File: src/rtl/text_writer.sv
// Byte-stream writer for the 60x17 text console: decodes glyphs and control codes,
// tracks the cursor and drives the write port of the 64x32 {attr, char} buffer.
module text_writer (
    input  logic        i_clk,
    input  logic        i_rst_n,
    input  logic        i_valid,
    input  logic [7:0]  i_data,
    input  logic [7:0]  i_attr,
    output logic        o_ready,
    output logic [10:0] o_ada,
    output logic [15:0] o_din,
    output logic        o_cea,
    output logic [5:0]  o_col,
    output logic [4:0]  o_row,
    output logic [1:0]  o_state
);

    localparam int         COLS     = 60;
    localparam int         ROWS     = 17;
    localparam logic [7:0] BLANK    = 8'h20;
    localparam logic [5:0] LAST_COL = 6'(COLS - 1);
    localparam logic [4:0] LAST_ROW = 5'(ROWS - 1);

    localparam logic [7:0] CODE_BS = 8'h08;
    localparam logic [7:0] CODE_LF = 8'h0A;
    localparam logic [7:0] CODE_FF = 8'h0C;
    localparam logic [7:0] CODE_CR = 8'h0D;

    typedef enum logic [1:0] {
        S_IDLE    = 2'd0,
        S_CLR_ROW = 2'd1,
        S_CLR_ALL = 2'd2
    } state_t;

    state_t      r_state;
    logic [5:0]  r_col;
    logic [4:0]  r_row;
    logic [7:0]  r_attr;
    logic [10:0] r_cnt;
    logic        r_ready;
    logic        r_cea;
    logic [10:0] r_ada;
    logic [15:0] r_din;

    state_t      w_state;
    logic [5:0]  w_col;
    logic [4:0]  w_row;
    logic [7:0]  w_attr;
    logic [10:0] w_cnt;
    logic        w_ready;
    logic        w_cea;
    logic [10:0] w_ada;
    logic [15:0] w_din;
    logic [4:0]  w_row_adv;
    logic        w_accept;

    // Handshake: a byte transfers on a rising edge where i_valid and o_ready are both high;
    // o_ready is registered and only ever high in IDLE, so a transfer never lands mid-clear.
    assign w_accept  = i_valid & r_ready;
    assign w_row_adv = (r_row == LAST_ROW) ? 5'd0 : r_row + 5'd1;

    always_comb begin
        w_state = r_state;
        w_col   = r_col;
        w_row   = r_row;
        w_attr  = r_attr;
        w_cnt   = r_cnt;
        w_ready = r_ready;
        w_cea   = 1'b0;
        w_ada   = r_ada;
        w_din   = r_din;
        case (r_state)
            S_IDLE: begin
                w_ready = 1'b1;
                if (w_accept) begin
                    case (i_data)
                        CODE_CR: w_col = 6'd0;
                        CODE_BS: begin
                            if (r_col != 6'd0) w_col = r_col - 6'd1;
                        end
                        // LF and FF issue their first clear word at the accept edge itself.
                        CODE_LF: begin
                            w_col   = 6'd0;
                            w_row   = w_row_adv;
                            w_attr  = i_attr;
                            w_cea   = 1'b1;
                            w_ada   = {w_row_adv, 6'd0};
                            w_din   = {i_attr, BLANK};
                            w_cnt   = 11'd1;
                            w_ready = 1'b0;
                            w_state = S_CLR_ROW;
                        end
                        CODE_FF: begin
                            w_col   = 6'd0;
                            w_row   = 5'd0;
                            w_attr  = i_attr;
                            w_cea   = 1'b1;
                            w_ada   = 11'd0;
                            w_din   = {i_attr, BLANK};
                            w_cnt   = 11'd1;
                            w_ready = 1'b0;
                            w_state = S_CLR_ALL;
                        end
                        default: begin
                            w_cea = 1'b1;
                            w_ada = {r_row, r_col};
                            w_din = {i_attr, i_data};
                            if (r_col == LAST_COL) begin
                                w_col   = 6'd0;
                                w_row   = w_row_adv;
                                w_attr  = i_attr;
                                w_cnt   = 11'd0;
                                w_ready = 1'b0;
                                w_state = S_CLR_ROW;
                            end else begin
                                w_col = r_col + 6'd1;
                            end
                        end
                    endcase
                end
            end
            S_CLR_ROW: begin
                w_ready = 1'b0;
                w_cea   = 1'b1;
                w_ada   = {r_row, r_cnt[5:0]};
                w_din   = {r_attr, BLANK};
                w_cnt   = r_cnt + 11'd1;
                if (r_cnt[5:0] == 6'd63) w_state = S_IDLE;
            end
            S_CLR_ALL: begin
                w_ready = 1'b0;
                w_cea   = 1'b1;
                w_ada   = r_cnt;
                w_din   = {r_attr, BLANK};
                w_cnt   = r_cnt + 11'd1;
                if (r_cnt == 11'd2047) w_state = S_IDLE;
            end
            default: begin
                w_ready = 1'b0;
                w_state = S_IDLE;
            end
        endcase
    end

    // Returning to IDLE leaves o_ready low for one more cycle before it re-arms.
    always_ff @(posedge i_clk) begin
        if (!i_rst_n) begin
            r_state <= S_IDLE;
            r_col   <= 6'd0;
            r_row   <= 5'd0;
            r_attr  <= 8'd0;
            r_cnt   <= 11'd0;
            r_ready <= 1'b0;
            r_cea   <= 1'b0;
            r_ada   <= 11'd0;
            r_din   <= 16'd0;
        end else begin
            r_state <= w_state;
            r_col   <= w_col;
            r_row   <= w_row;
            r_attr  <= w_attr;
            r_cnt   <= w_cnt;
            r_ready <= w_ready;
            r_cea   <= w_cea;
            r_ada   <= w_ada;
            r_din   <= w_din;
        end
    end

    assign o_ready = r_ready;
    assign o_cea   = r_cea;
    assign o_ada   = r_ada;
    assign o_din   = r_din;
    assign o_col   = r_col;
    assign o_row   = r_row;
    assign o_state = r_state;

endmodule
File: config.mk
export PLATFORM = sky130hd
export DESIGN_NAME = text_writer
export DESIGN_NICKNAME = d
export VERILOG_FILES = /design/src/rtl/text_writer.sv
export SDC_FILE = /design/constraint.sdc
export NUM_CORES = 1
export LEC_CHECK = 0
export ABC_AREA = 1
export BUFFER_PORTS_ARGS = -buffer_cell sky130_fd_sc_hd__buf_4
export CELL_PAD_IN_SITES_DETAIL_PLACEMENT = 0
export CELL_PAD_IN_SITES_GLOBAL_PLACEMENT = 2
export CORE_ASPECT_RATIO = 2
export CORE_MARGIN = 5
export CORE_UTILIZATION = 31
export CTS_BUF_LIST = sky130_fd_sc_hd__clkbuf_8
export DETAILED_ROUTE_END_ITERATION = 8
export GPL_ROUTABILITY_DRIVEN = 0
export GPL_TIMING_DRIVEN = 0
export PLACE_DENSITY_LB_ADDON = 0.1
export SYNTH_ARGS = -nofsm -noshare
export SYNTH_HDL_FRONTEND = slang
export SYNTH_SLANG_ARGS = --single-unit
export TNS_END_PERCENT = 30
File: constraint.sdc
create_clock -name i_clk -period 2.2 [get_ports i_clk]
set_input_delay 0.22 -clock i_clk [delete_from_list [all_inputs] [get_ports i_clk]]
set_output_delay 0.22 -clock i_clk [all_outputs]
set_load 0.03 [all_outputs]
After elaboration in Yosys (flattened, before gate mapping)
Index checks and enable logic that the tools add are counted.
Operators by class
  reductions and logical operators: 18
  equality and inequality tests: 17
  $add $sub $neg: 4
  mux-type cells: 30
  bitwise logic cells: 2
Operators with widths (number)
  $pmux W11 S3: 2
  $pmux W16 S2: 2
  $pmux W11 S2: 2
  $mux W11: 3
  $eq A8 B4 Y1 const B: 4
  $mux W16: 1
  $pmux W8 S2: 1
  $pmux W5 S3: 1
  $eq A6 B6 Y1 const B: 2
  $mux W6: 2
  $pmux W2 S3: 2
  $pmux W6 S2: 1
  $reduce_and A4 Y1: 3
  $add A11 B1 Y11 const B: 1
  $eq A11 B11 Y1 const B: 1
  $mux W5: 2
  $ne A2 B2 Y1 const B: 5
  $reduce_and A3 Y1: 3
  $mux W2: 4
  $mux W8: 1
  $add A6 B1 Y6 const B: 1
  $reduce_bool A3 Y1: 2
  $reduce_bool A6 Y1: 1
  $reduce_or A2 Y1: 3
  16 further kinds: 21
Word-level totals
  input bits: 19
  logic and storage cells: 80
  register bits: 61

Depth between registers and ports, before layout
Gate-level depths: netlist of the first run.
  word-level depth: 5
  gate-level depth with buffers: 12
  depth with buffers taken out: 12

Worst setup path before layout of the first run
No wires, ideal clock.
  kind: register -> register
  start: register r_state[0] (netlist: o_state[0])
  end: register r_ada[8] (netlist: o_ada[8])
  stages on the path, launching flop included: 9
  required time: 2.078 ns
  path slack: 0.260 ns
  arrival: 1.818 ns
  clock period less this slack: 1.940 ns
  path buffers: 2
  cells stage by stage: dfxtp_1 -> inv_1 -> ha_1 -> buf_2 -> clkinv_1 -> clkbuf_1 -> o21ai_0 -> o21ai_0 -> a21oi_2
Between the ends
  cells in the longest elaborated chain, start to end: 3
  elaborated cells between the ends (all ways): 8
  classes of those cells: eq/ne: 4; mux: 1; reduce/logical: 3
Ends and longest elaborated chain
  start, declared: RTL line 35  | state_t r_state;
  start signal, assigned: RTL line 158  | r_state <= w_state;
  $eq A2 B2 Y1, or another cell as far along: RTL line 72  | case (r_state)
  $reduce_bool A3 Y1 (no line) / $ne A2 B2 Y1 (equally long branches)
  $reduce_and A3 Y1 (no line)
  end signal, assigned: RTL line 165  | r_ada <= w_ada;
  end, declared: RTL line 42  | logic [10:0] r_ada;
Several ways; a longest one is shown, not always the timed one.
A chain may end at the register's enable or synchronous reset.

Worst setup path after layout of the first run
  start: register r_state[0] (netlist: o_state[0])
  end: register r_ada[6] (netlist: o_ada[6])
Same word-level chain as after synthesis.

==> impl_metrics.py, run 1 <==
metrics = {
    "status": {
        "status": "finished, final reports clean",
    },
    "sta": {
        "finalSetupViolCount": 0,
        "fin_crit_sh_pct": 94.4,
        "timing.final.crit_period_ns": 2.08,
        "rsz0062_at_grt": "false",
        "timing.final.ws_setup_ns": 0.123,
        "relSlewSlack_pct": 54.1,
        "skew_ns": 0.00634,
        "finalMaxSlewViolations": 0,
        "fmax_mhz": 481,
        "hold_violations": 0,
        "tightest_slew_ns": 0.689,
    },
    "layout": {
        "stdcell_area_mm2": 0.00441,
        "multi_input_area_mm2": 0.00203,
        "drive_gt1_share_pct": 18.9,
        "layout.nets": 649,
        "ff_latch_area_mm2": 0.00122,
        "fillers": 1276,
        "antenna_cells": 0,
        "syn2layout_area_growth_pct": 22.8,
        "final_util_pct": 38.9,
    },
    "clocking": {
        "cts_tree": "yes",
        "clk_pin_slew_ns": 0.07,
        "cts_sinks": 61,
        "numCtsBuffers": 9,
        "cts-root-buf": "clkbuf_8",
        "htree_num_levels": 3,
        "cts_setup_buffers": 0,
        "clock_latency_ns": 0.35,
        "ctsHoldBuffers": 0,
        "cts.path.max_buffers": 2,
    },
    "route": {
        "viasPerCell": 4.81,
        "first_iter_violations": 125,
        "routed-via-count": 3690,
        "routed_wirelength_um": 12300,
        "drcViolationCount": 0,
        "drtAntennaViolNets": 0,
        "wl_per_cell_um": 16.0,
        "drt_pass1_iterations": 4,
    },
    "floorplanning": {
        "die_w_um": 86.1,
        "io-pin-count": 61,
        "rows": 55,
        "die-height_um": 162,
        "fp.dieArea_mm2": 0.0140,
        "initial_core_util_pct": 31.6,
        "core_area_mm2": 0.0114,
    },
    "worst_setup_path": {
        "worstSetupEndpointType": "register",
        "crit_fanout": 10,
        "required_ns": 2.44,
        "critPathLaunchType": "register",
        "crit_type": "register to register",
        "crit_arrival_ns": 2.32,
    },
    "power_and_ir_drop": {
        "peakVddDrop_v": 0.000373,
        "power_mw": 2.62,
        "power_density_mw_per_mm2": 594,
        "leakagePower_nw": 1.95,
    },
    "yosys": {
        "synth_nets": 578,
        "async_flop_share_pct": 0,
        "synthXorXnorAreaFrac_pct": 2.19,
        "synth_ff_type": "dfxtp_1",
        "ys_top_cells_by_count": "nand2_1, nor2_1, dfxtp_1, inv_1",
        "muxShareOfSynthArea_pct": 0,
        "syn_area_mm2": 0.00359,
        "synth_compound_area_share_pct": 13.4,
        "synth_most_common_cell": "nand2_1",
        "yosys_warnings": 0,
        "synth_edf_count": 0,
        "syn_inst": 550,
        "synth-simple-area-share_pct": 37.5,
        "synth_top_cell_by_area": "dfxtp_1",
        "ys_ff_latch": 61,
        "ys_types": 36,
        "ys_top_cells_by_area": "dfxtp_1, nand2_1, nor2_1",
        "synth_seq_area_share_pct": 34.0,
        "yosysTopAreaCellShare_pct": 34.0,
        "synth_top_family_by_area": "simple AND/OR/NAND/NOR gates",
        "synthAdderAreaFrac_pct": 3.13,
        "syn_avg_cell_area_um2": 6.53,
    },
    "min_path": {
        "holdCritPathClass": "input pin to register",
    },
    "placement": {
        "dp_hpwl_um": 9610,
        "placed_cell_area_mm2": 0.00422,
        "portBuffers": 60,
        "pre_cts_ws_ns": -0.180,
    },
    "grt": {
        "first_global_vias": 3612,
        "grt_max_degree": 11,
        "grt_usage_pct": 17.8,
        "antenna_found_initial": 0,
        "grt_pass1_wl_um": 19100,
        "overflow": 0,
    },
    "flow_run": {
        "drv_cap": 0,
    },
}
[layout make-up]
type,count,area share (%)
Multi-Input combinational cell,410,46.0
Sequential cell,61,27.7
Clock inverter,6,1.28
Clock buffer,9,2.81
Timing Repair Buffer,60,10.2
Inverter,57,4.93
Buffer,22,3.06
Tap cell,142,4.03
[stage by stage]
stage          cells  hold WS [ns]  TNS, ns
4_1_cts          767         0.128        0
3_5_place_dp     752         0.453    -1.49
2_1_floorplan    550         0.361        0
3_3_place_gp     752         0.448    -1.30
5_1_grt          767         0.154        0
6_report         767         0.138        0
[state kept, by name, summed over array words and instances, names as in the netlist, 2 cells and up]
| register | cells |
|---|---|
| o_ada | 11 |
| r_attr | 8 |
| o_din | 16 |
| r_cnt | 11 |
| o_row | 5 |
| o_col | 6 |
| o_state | 2 |
[layout by cell type, fill, tap and decap left out, drive strengths merged]
cell type  Yosys  layout
a21oi         43      43
ha             9       9
xnor2          1       1
nand4         19      19
o211ai         1       1
o21ai         41      41
clkinv         1       4
clkbuf        13      22
xor2           8       8
inv           56      57
o221ai         2       2
buf            9      69
nor3           4       4
bufinv         0       1
nand3         37      37
nor3b          1       1
or2            3       3
nor2          97      97
dfxtp         61      61
nand3b         2       2
nand2        139     139
clkinvlp       0       1
o22ai          3       3
[cells by family after synthesis]
group / after synthesis
adder cells (fa/ha/maj): 9
buffers and inverters: 79
flip-flops: 61
AO/OA/AOI/OAI: 90
AND/OR/NAND/NOR: 302
XOR/XNOR: 9
[worst max-delay path, cell delays in order (launching register included)]
cell	delay, ns
dfxtp_1	0.38
inv_1	0.10
ha_2	0.32
buf_2	0.18
clkbuf_1	0.48
o221ai_1	0.27
nand2_1	0.16
a21oi_2	0.06
[power by group]
group | internal [mW] | leakage [nW] | switching (mW)
sequential | 1.15 | 0.498 | 0.0344
clock | 0.506 | 0.0960 | 0.462
combinational | 0.167 | 1.35 | 0.301
total | 1.83 | 1.95 | 0.797
[timing repair]
| action | 4_1_cts | 5_1_grt |
|---|---|---|
| resized for setup | 5 | 1 |
| setup endpoints to repair | 24 | 2 |
| cloned | 0 | 0 |
[final timing paths]
check | from | cells after the start | slack [ns] | endpoint
hold reg to reg | r_attr[5] | 2 | 0.46 | r_attr[5]
setup reg to reg | o_state[0] | 7 | 0.12 | o_ada[6]
setup / recovery | o_state[0] | 7 | 0.12 | o_ada[6]
hold / removal | i_data[5] | 3 | 0.14 | o_din[5]
[per-layer routing]
metal | up-vias | wire [um] | global-route usage [%] | part of all wire [%]
met2 | 75 | 6870 | 34.4 | 56
met4 | 0 | 338 | 7.93 | 2.8
met5 | - | 0 | 0 | 0
met1 | 1686 | 4620 | 18.2 | 38
met3 | 16 | 439 | 2.49 | 3.6
li1 | 1913 | - | - | -
Power figures use the tool's default switching activity.
==> run 2: changes to the inputs <==
CORE_UTILIZATION = 28   (was 31)
clock period = 1.9 ns   (was 2.2 ns; I/O delays follow)
==> run 2 against run 1 <==
Die area grew 9.7%. Sequential power grew 16%. Cell area up 0.54%. Highest routed layer unchanged. Register-to-register slack gained 0.04 ns. Via count up 0.38%.
==> impl_metrics.py, run 2 (synthesis gave the netlist of run 1 again) <==
metrics = {
    "status": {
        "status": "finished, final reports clean",
    },
    "clocking": {
        "clock_latency_ns": 0.36,
        "numCtsBuffers": 9,
        "cts-root-buf": "clkbuf_8",
        "ctsHoldBuffers": 0,
        "cts_tree": "yes",
        "htree_num_levels": 3,
        "cts.path.max_buffers": 2,
        "clk_pin_slew_ns": 0.07,
        "cts_sinks": 61,
    },
    "min_path": {
        "hold_depth": 3,
        "hp-start": "i_data[5]",
        "holdCritPathClass": "input pin to register",
        "min_to": "o_din[5]",
    },
    "worst_setup_path": {
        "required_ns": 2.18,
        "path_cells": "inv_1 > ha_4 > inv_1 > nor2_1 > nand3_2 > nand4_1 > buf_4 > nand2_1 > a21oi_1",
        "crit_fanout": 10,
        "rrSetupSlack_ns": 0.16,
        "cp_slowest_cell": "dfxtp_2",
        "crit_type": "register to register",
        "critPathLaunchType": "register",
        "worstSetupEndpointType": "register",
        "reg2reg_to": "r_cnt[5]",
        "reg2reg_from": "o_state[0]",
        "max_stage_delay_ns": 0.34,
        "crit_arrival_ns": 2.02,
        "r2r_cells": 9,
        "cpMostUsedCell": "inv_1",
    },
    "route": {
        "drtAntennaViolNets": 0,
        "routed_wirelength_um": 12800,
        "drt_pass1_iterations": 4,
        "wl_per_cell_um": 16.5,
        "first_iter_violations": 151,
        "viasPerCell": 4.79,
        "drcViolationCount": 0,
        "routed-via-count": 3704,
    },
    "layout": {
        "layout.nets": 648,
        "final_cell_mix": "nand2_1, nor2_1, buf_4",
        "fillers": 1405,
        "largest_reg_flops": 16,
        "final_cells": 773,
        "drive_gt1_share_pct": 20.4,
        "syn2layout_area_growth_pct": 23.5,
        "antenna_cells": 0,
        "ff_latch_area_mm2": 0.00123,
        "layout_commonest_cell": "nand2_1",
        "multi_input_area_mm2": 0.00205,
    },
    "grt": {
        "first_global_vias": 3792,
        "grt_max_degree": 11,
        "grt_usage_pct": 17.1,
        "antenna_found_initial": 0,
        "grt_pass1_wl_um": 20400,
        "overflow": 0,
    },
    "sta": {
        "finalSetupViolCount": 0,
        "finalMaxSlewViolations": 0,
        "tns_ns": 0,
        "hold_violations": 0,
        "fmax_mhz": 574,
        "rsz0062_at_grt": "false",
        "skew_ns": 0.0137,
        "timing.final.crit_period_ns": 1.74,
        "relSlewSlack_pct": 51.1,
        "fin_crit_sh_pct": 91.7,
        "hold_slack_ns": 0.0956,
        "tightest_slew_ns": 0.733,
    },
    "floorplanning": {
        "die_w_um": 90.1,
        "rows": 58,
        "initial_core_util_pct": 28.6,
        "core_area_mm2": 0.0126,
        "fp.dieArea_mm2": 0.0153,
        "io-pin-count": 61,
        "die-height_um": 170,
    },
    "power_and_ir_drop": {
        "leakagePower_nw": 1.94,
        "peakVddDrop_v": 0.000299,
        "power_density_mw_per_mm2": 656,
    },
    "placement": {
        "portBuffers": 60,
        "dp_hpwl_um": 10100,
        "placed_cells": 760,
    },
    "flow_run": {
        "drv_cap": 0,
    },
}
run 2: report_power, final:
part           internal, mW  total, mW  switching [mW]
clock                 0.450      0.990           0.540
combinational         0.196      0.547           0.351
sequential             1.34       1.38          0.0402
total                  1.98       2.91           0.931
run 2: per-stage QoR:
stage	worst slack, ns	utilization, %	area [um2]	power, mW
final	0.158	35.3	4440	2.91
after global routing	0.0151	35.3	4440	3.07
after CTS	0.0212	35.2	4420	2.97
after detailed placement	-0.525	33.7	4230	1.96
after global placement	-0.538	33.7	4230	1.96
after floorplan	0.0981	-	3590	1.74
run 2: area by class of cell:
type | count | share of cell area (%)
clock inverter | 5 | 0.677
tap | 150 | 4.23
inverter | 57 | 4.99
buffer | 21 | 3.21
clock buffer | 9 | 2.79
sequential | 61 | 27.6
timing repair buffer | 60 | 10.2
multi-input combinational | 410 | 46.3
run 2: worst max path at each step:
| stage | from | to | slack [ns] | cells after the start |
|---|---|---|---|---|
| 2_1_floorplan | o_state[0] | o_ada[8] | 0.1 | 8 |
| 3_3_place_gp | o_state[0] | o_ada[8] | -0.54 | 8 |
| 3_5_place_dp | o_state[0] | o_ada[8] | -0.53 | 8 |
| 4_1_cts | o_col[0] | r_cnt[5] | 0.02 | 9 |
| 5_1_grt | o_state[0] | r_cnt[6] | 0.02 | 9 |
| 6_report | o_state[0] | r_cnt[5] | 0.16 | 9 |
run 2: critical path: cells and delay by family, from the launching register on:
kind,cells,cell delay [ns]
flip-flops,1,0.34
AO/OA/AOI/OAI,1,0.13
buffers and inverters,3,0.46
AND/OR/NAND/NOR,4,0.50
adder cells (fa/ha/maj),1,0.22
run 2: per-layer routing:
metal	up-vias	track usage (%)	share of wire [%]
met4	0	7.32	2.8
met1	1696	16.3	36
met3	21	2.83	3.2
met5	-	0	0
li1	1915	-	-
met2	72	34.9	58
run 2: timing repair:
action,in CTS,in global routing
setup buffers,0,0
pin swaps,0,0
gates resized for setup,17,5
endpoints found under the setup margin,41,30
